File: config.mk
export PLATFORM = sky130hd
export DESIGN_NAME = lms_coef_update
export DESIGN_NICKNAME = d
export VERILOG_FILES = /design/src/rtl/eq_pkg.sv /design/src/rtl/lms_tap_acc.sv /design/src/rtl/lms_coef_update.sv
export SDC_FILE = /design/constraint.sdc
export NUM_CORES = 2
export LEC_CHECK = 0
export CAP_MARGIN = 20
export CORE_MARGIN = 3
export CORE_UTILIZATION = 56
export DETAILED_ROUTE_END_ITERATION = 10
export MAX_ROUTING_LAYER = met4
export PLACE_DENSITY = 0.8
export SLEW_MARGIN = 20
export SYNTH_ARGS = -nofsm -noshare
export SYNTH_HDL_FRONTEND = slang
export SYNTH_HIERARCHICAL = 1
export SYNTH_SLANG_ARGS = --single-unit
File: constraint.sdc
create_clock -name i_clk -period 16.8 [get_ports i_clk]
set_clock_uncertainty 0.1 [all_clocks]
set_input_delay 2.52 -clock i_clk [delete_from_list [all_inputs] [get_ports i_clk]]
set_output_delay 2.52 -clock i_clk [all_outputs]
set_load 0.03 [all_outputs]
File: src/rtl/eq_pkg.sv
// rtl/eq_pkg.sv - shared equalizer constants: LMS state encoding, slicer level, unity coefficient
package eq_pkg;

  typedef enum logic [1:0] {
    ST_IDLE  = 2'd0,
    ST_TRAIN = 2'd1,
    ST_DD    = 2'd2,
    ST_HOLD  = 2'd3
  } lms_state_e;

  localparam int SLICE_LVL = 64;

  // 1.0 in S(coef_bw, coef_bw-2) format
  function automatic int unity_coef(input int coef_bw);
    return 1 << (coef_bw - 2);
  endfunction

endpackage

File: src/rtl/lms_tap_acc.sv
// rtl/lms_tap_acc.sv - single-tap LMS accumulator: multiply, shift, saturate, optional leak (LMS_LEAKAGE_EN)
module lms_tap_acc
  import eq_pkg::*;
#(
  parameter int DATA_BW    = 11,
  parameter int COEF_BW    = 9,
  parameter int FRAC_BW    = 12,
  parameter int SH_BW      = 4,
  parameter int LEAK_SHIFT = 10,
  parameter logic [COEF_BW+FRAC_BW-1:0] INIT_VAL = '0
) (
  input  logic                      i_clk,
  input  logic                      i_rst_n,
  input  logic                      i_clear,
  input  logic                      i_upd,
  input  logic signed [COEF_BW:0]   i_err,
  input  logic signed [DATA_BW-1:0] i_x,
  input  logic [SH_BW-1:0]          i_shift,
  output logic [COEF_BW-1:0]        o_coef,
  output logic                      o_sat
);

  localparam int ACC_BW  = COEF_BW + FRAC_BW;
  localparam int PROD_BW = COEF_BW + 1 + DATA_BW;
  localparam int WIDE_BW = (ACC_BW > PROD_BW) ? ACC_BW : PROD_BW;
  localparam int SUM_BW  = WIDE_BW + 2;

  localparam logic signed [SUM_BW-1:0] SUM_MAX =
    {{(SUM_BW-ACC_BW+1){1'b0}}, {(ACC_BW-1){1'b1}}};
  localparam logic signed [SUM_BW-1:0] SUM_MIN =
    {{(SUM_BW-ACC_BW+1){1'b1}}, {(ACC_BW-1){1'b0}}};

`ifdef LMS_LEAKAGE_EN
  localparam bit LEAK_EN = 1'b1;
`else
  localparam bit LEAK_EN = 1'b0;
`endif

  logic signed [ACC_BW-1:0]  acc_q, acc_d;
  logic signed [PROD_BW-1:0] prod, prod_sh;
  logic signed [SUM_BW-1:0]  leak, sum;

  assign prod    = PROD_BW'(i_err) * PROD_BW'(i_x);
  assign prod_sh = prod >>> i_shift;
  assign leak    = LEAK_EN ? SUM_BW'(acc_q >>> LEAK_SHIFT) : '0;
  assign sum     = SUM_BW'(acc_q) + SUM_BW'(prod_sh) - leak;

  always_comb begin
    acc_d = acc_q;
    o_sat = 1'b0;
    if (i_clear) begin
      acc_d = INIT_VAL;
    end else if (i_upd) begin
      if (sum > SUM_MAX) begin
        acc_d = SUM_MAX[ACC_BW-1:0];
        o_sat = 1'b1;
      end else if (sum < SUM_MIN) begin
        acc_d = SUM_MIN[ACC_BW-1:0];
        o_sat = 1'b1;
      end else begin
        acc_d = sum[ACC_BW-1:0];
      end
    end
  end

  always_ff @(posedge i_clk) begin
    if (!i_rst_n) acc_q <= INIT_VAL;
    else          acc_q <= acc_d;
  end

  assign o_coef = acc_q[ACC_BW-1 -: COEF_BW];

endmodule

File: src/rtl/lms_coef_update.sv
// rtl/lms_coef_update.sv - LMS coefficient engine for the FFE; optional leakage via LMS_LEAKAGE_EN
module lms_coef_update
  import eq_pkg::*;
#(
  parameter int DATA_BW    = 11,
  parameter int COEF_BW    = 9,
  parameter int N_COEF     = 7,
  parameter int FRAC_BW    = 12,
  parameter int CENTER     = 3,
  parameter int SLICE      = SLICE_LVL,
  parameter int MU_BASE    = 6,
  parameter int TRAIN_LEN  = 1024,
  parameter int LEAK_SHIFT = 10
) (
  input  logic                      i_clk,
  input  logic                      i_rst_n,
  input  logic                      i_en,
  input  logic [DATA_BW-1:0]        i_data,
  input  logic [COEF_BW-1:0]        i_ffe_out,
  input  logic [COEF_BW-1:0]        i_ref,
  input  logic                      i_start,
  input  logic                      i_clear,
  input  logic                      i_freeze,
  input  logic [1:0]                i_mu_sel,
  output logic [COEF_BW*N_COEF-1:0] o_coefs,
  output logic [COEF_BW:0]          o_error,
  output logic [1:0]                o_state,
  output logic                      o_sat
);

  localparam int ACC_BW = COEF_BW + FRAC_BW;
  localparam int SH_BW  = $clog2(MU_BASE + 4);
  localparam int CNT_BW = $clog2(TRAIN_LEN + 1);
  localparam logic [CNT_BW-1:0] CNT_END = CNT_BW'(TRAIN_LEN);
  localparam logic signed [COEF_BW-1:0] SLICE_POS = COEF_BW'(SLICE);
  localparam logic signed [COEF_BW-1:0] SLICE_NEG = -SLICE_POS;

  lms_state_e state_q, state_d, saved_q, saved_d, eff_mode, mode_next;
  logic [CNT_BW-1:0]         cnt_q, cnt_d, cnt_next;
  logic signed [DATA_BW-1:0] hist_q [1:N_COEF-1];
  logic signed [DATA_BW-1:0] hist_d [1:N_COEF-1];
  logic signed [DATA_BW-1:0] x [0:N_COEF-1];
  logic signed [COEF_BW-1:0] dec;
  logic signed [COEF_BW:0]   err, err_q;
  logic                      active, upd, sat_q, sat_d;
  logic [N_COEF-1:0]         tap_sat;
  logic [SH_BW-1:0]          shift;

  // A pending i_start overrides the mode; HOLD resumes its saved mode once i_freeze drops
  always_comb begin
    eff_mode = state_q;
    if (i_start)                   eff_mode = ST_TRAIN;
    else if (state_q == ST_HOLD)   eff_mode = saved_q;
  end

  assign active = (eff_mode == ST_TRAIN) || (eff_mode == ST_DD);
  assign upd    = i_en && !i_clear && active && (i_start || !i_freeze);
  assign shift  = SH_BW'(MU_BASE) + SH_BW'(i_mu_sel);

  always_comb begin
    dec = i_ffe_out[COEF_BW-1] ? SLICE_NEG : SLICE_POS;
    if (eff_mode == ST_TRAIN) dec = i_ref;
  end

  assign err = {dec[COEF_BW-1], dec} - {i_ffe_out[COEF_BW-1], i_ffe_out};

  always_comb begin
    x[0] = i_data;
    for (int k = 1; k < N_COEF; k++) x[k] = hist_q[k];
    hist_d = hist_q;
    if (i_en) begin
      hist_d[1] = i_data;
      for (int k = 2; k < N_COEF; k++) hist_d[k] = hist_q[k-1];
    end
  end

  always_comb begin
    state_d   = state_q;
    saved_d   = saved_q;
    cnt_d     = cnt_q;
    cnt_next  = cnt_q;
    mode_next = eff_mode;
    if (i_clear) begin
      state_d = state_q;
    end else if (i_start) begin
      state_d = ST_TRAIN;
      cnt_d   = upd ? CNT_BW'(1) : '0;
    end else if (state_q != ST_IDLE) begin
      if (upd && eff_mode == ST_TRAIN && cnt_q < CNT_END) cnt_next = cnt_q + 1'b1;
      cnt_d = cnt_next;
      if (eff_mode == ST_TRAIN && cnt_next >= CNT_END) mode_next = ST_DD;
      if (i_freeze) begin
        state_d = ST_HOLD;
        saved_d = mode_next;
      end else begin
        state_d = mode_next;
      end
    end
  end

  always_comb begin
    sat_d = sat_q | (|tap_sat);
    if (i_clear) sat_d = 1'b0;
  end

  always_ff @(posedge i_clk) begin
    if (!i_rst_n) begin
      state_q <= ST_IDLE;
      saved_q <= ST_TRAIN;
      cnt_q   <= '0;
      err_q   <= '0;
      sat_q   <= 1'b0;
      for (int k = 1; k < N_COEF; k++) hist_q[k] <= '0;
    end else begin
      state_q <= state_d;
      saved_q <= saved_d;
      cnt_q   <= cnt_d;
      sat_q   <= sat_d;
      hist_q  <= hist_d;
      if (i_en && active) err_q <= err;
    end
  end

  for (genvar j = 0; j < N_COEF; j++) begin : g_tap
    localparam logic [ACC_BW-1:0] INIT =
      (j == CENTER) ? (ACC_BW'(unity_coef(COEF_BW)) << FRAC_BW) : '0;

    lms_tap_acc #(
      .DATA_BW    (DATA_BW),
      .COEF_BW    (COEF_BW),
      .FRAC_BW    (FRAC_BW),
      .SH_BW      (SH_BW),
      .LEAK_SHIFT (LEAK_SHIFT),
      .INIT_VAL   (INIT)
    ) u_tap (
      .i_clk   (i_clk),
      .i_rst_n (i_rst_n),
      .i_clear (i_clear),
      .i_upd   (upd),
      .i_err   (err),
      .i_x     (x[j]),
      .i_shift (shift),
      .o_coef  (o_coefs[COEF_BW*j +: COEF_BW]),
      .o_sat   (tap_sat[j])
    );
  end

  assign o_error = err_q;
  assign o_state = state_q;
  assign o_sat   = sat_q;

endmodule

==> results.cfg <==
[run_status]
status = finished, final reports clean

[detailed_routing]
first_pass_iters = 8
vias_per_cell = 5.95
drtAntennaViolNets = 0
drt-total-wl_mm = 141
wire_per_inst_um = 17.8
drt_iter0_markers = 3732
via_count = 47100
drc = 0

[worst_setup_path]
rr_startpoint = o_state[1]
rr_worst_depth = 44
slowest_delay_ns = 0.83
r2r_slack_ns = 3.61
critical_path_class = primary input to flip-flop
cp.arrival_ns = 15.53
path_delay_family = adder cells
crit_fanout = 41
cp_slowest_cell = nor2_4
end_kind = flip-flop
cp.required_ns = 17.26
r2r-end = o_sat
critPathLaunchType = primary input
path_buf_inv = 7

[clocking]
htree_levels = 1
cts_sinks = 239
cts_tree = yes
insertion_delay_ns = 0.66
cts_hold_buf = 0
cts_setup_buffers = 0
clock_path_buffers = 3
cts.clk_slew.worst_paths_ns = 0.07
cts_root_buffer = clkbuf_16
cts_resized = 0
tritoncts.num_buffers = 31

[global_route]
grt_first_pass_wirelength_mm = 236
antenna_found_initial = 7
grt_pass1_vias = 47800
grt_max_degree = 165
overflow = 0
track_usage = 0.280

[pwr]
p_comb_frac = 0.880
pwr-share-seq = 0.053
leakagePower_nw = 28.8
power_density_mw_per_mm2 = 206
peakVddDrop_mv = 0.661
p_sw_frac = 0.570
p_sw_w = 0.00687
p_int_w = 0.00519
pwr-share-clk = 0.067

[synthesis]
yosys_warnings = 6
synth_cell_types = 115
postSynthCellCount = 6807
synth.avg_cell_area_um2 = 8.24
synth.net_count = 8060
async_flop_share = 0
synth_edf_count = 0
synth_flop_cell = dfxtp_1
syn_area_mm2 = 0.0561
ys_seq_area_frac = 0.0853
yosys_register_bits = 239

[sta]
worstMarginPinSlew_ns = 1.13
finalSetupViolations = 0
fin_crit_sh = 0.897
maxSlewViolCount = 0
grt_setup_unrepaired = false
finalCriticalPeriod_ns = 15.07
hold_violations = 0
fmax_ghz = 0.0664
slew_headroom = 0.242
fin_setup_tns_ns = 0

[placed_design]
placed_area_mm2 = 0.0574
placed_cells = 7845
place_congestion = 0.941
dp_hpwl_mm = 109
numPortBuffers = 112

[layout]
areaGrowthSynthToFinish_pct = 4.59
drive_above_1_share = 0.0482
design_area_mm2 = 0.0586
nNetsFinal = 7846
n_fill_cell = 8479
fin_cells = 7914

[min_path]
min_from = saved_q[0]
hp-class = flip-flop to flip-flop
min_path_cells = 2
hold_end = saved_q[0]

[floorplanning]
start_util = 0.567
die_area_mm2 = 0.104
boundaryPins = 113
die_h_um = 322
num_rows = 115
core_area_mm2 = 0.0989
die_width_um = 322

[job]
cap_violations = 0
[tightest hold or removal path: cells and delay by family, from the launching register on]
| kind | cells | cell delay (ns) |
|---|---|---|
| AO/OA/AOI/OAI | 1 | 0.07 |
| flip-flops | 1 | 0.32 |
| AND/OR/NAND/NOR | 1 | 0.05 |
[kinds of logic after synthesis]
logic type | after synthesis | synth area share
AOI/OAI and AO/OA | 1395 | 0.171
xor gates and xnor gates | 280 | 0.0450
adders and majority gates | 1231 | 0.368
buffers and inverters | 1452 | 0.104
DFF | 239 | 0.0853
muxes | 267 | 0.0584
and+or+nand+nor | 1943 | 0.168
[routing by layer]
metal | wire (µm) | GRT usage | vias to the layer above
li1 | - | - | 22100
met1 | 59000 | 0.353 | 23000
met2 | 67300 | 0.470 | 1581
met3 | 11100 | 0.0477 | 288
met4 | 3510 | 0.0684 | 0
met5 | 0 | - | -
[state kept, by name (all words and copies together) (netlist names)]
signal / flops
cnt_q: 11
saved_q: 2
o_sat: 1
hist_q: 66
o_state: 2
o_error: 10
g_tap.u_tap/acc_q: 147
[cell type report]
class,count,area (µm²),area share
multi-input combinational,5116,45600,0.777
clock buffer,35,811,0.0138
inverter,1047,3940,0.0671
sequential,239,4780,0.0816
antenna,9,22.5,0.000384
tap,1287,1610,0.0275
timing repair buffer,158,1540,0.0262
clock inverter,23,388,0.00661
[cell usage after synthesis, types with 19 or more instances]
library cell | n | area, µm²
a211o_1 | 24 | 210
a211oi_1 | 99 | 743
a21o_1 | 102 | 766
a21oi_1 | 370 | 1850
a221o_1 | 51 | 510
a31oi_1 | 45 | 282
and2_1 | 317 | 1980
and3_1 | 35 | 219
buf_1 | 19 | 71.3
buf_2 | 27 | 135
buf_4 | 68 | 510
clkbuf_1 | 275 | 1030
dfxtp_1 | 239 | 4780
fa_1 | 701 | 14000
ha_1 | 515 | 6440
inv_1 | 1030 | 3870
mux2_2 | 37 | 417
mux2i_1 | 185 | 1850
mux4_2 | 44 | 991
nand2_1 | 652 | 2450
nand2b_1 | 71 | 444
nand3_1 | 78 | 390
nand4_1 | 34 | 213
nor2_1 | 431 | 1620
nor2b_1 | 129 | 807
nor3_1 | 62 | 310
o211ai_1 | 55 | 413
o21a_1 | 75 | 563
o21ai_0 | 266 | 1330
o21ai_1 | 23 | 115
o21bai_1 | 26 | 195
or2_2 | 19 | 119
or3_1 | 26 | 163
xnor2_1 | 196 | 1720
xor2_1 | 79 | 692
[placed cells by master, fill, tap and decap left out, types with 24 or more instances in the layout]
cell             count
mux2_2              37
o21a_1              75
nand4_1             34
nand3_1             78
and2_1             317
or3_1               26
a211o_1             24
nor2_1             426
a31oi_1             45
nand2b_1            71
nor2b_1            127
nand2_1            652
nor3_1              60
a21o_1             102
mux4_2              44
ha_1               515
clkdlybuf4s50_1    107
a221o_1             51
and3_1              35
a211oi_1            99
buf_4               42
clkbuf_16           31
xnor2_1            192
o21bai_1            26
xor2_1              77
fa_1               700
o21ai_0            266
inv_1             1028
a21oi_1            369
mux2i_1            185
o211ai_1            55
dfxtp_1            239
[per-stage QoR]
stage	setup WS, ns	utilization	hold WS [ns]	total power, W
2_1_floorplan	2.74	-	0.348	0.00929
3_3_place_gp	1.47	0.580	0.351	0.0108
3_5_place_dp	1.34	0.581	0.374	0.0111
4_1_cts	2.02	0.593	0.383	0.0120
5_1_grt	1.06	0.593	0.399	0.0133
6_report	1.73	0.593	0.383	0.0121
[worst max path at each step]
stage	startpoint	to	slack, ns	depth (start not counted)
after floorplan	i_start	o_sat	2.74	45
after global placement	i_start	o_sat	1.47	44
after detailed placement	i_start	o_sat	1.34	44
after CTS	i_start	o_sat	2.02	44
after global routing	i_start	o_sat	1.06	43
final	i_start	o_sat	1.73	44
[power groups by stage]
stage	registers (W)	clock network, W	logic [W]
after floorplan	0.000634	0	0.00865
after global placement	0.000648	0	0.0102
after detailed placement	0.000650	0	0.0105
after CTS	0.000637	0.000823	0.0105
after global routing	0.000642	0.000843	0.0118
final	0.000639	0.000805	0.0106
(Power assumes the default switching activity.)
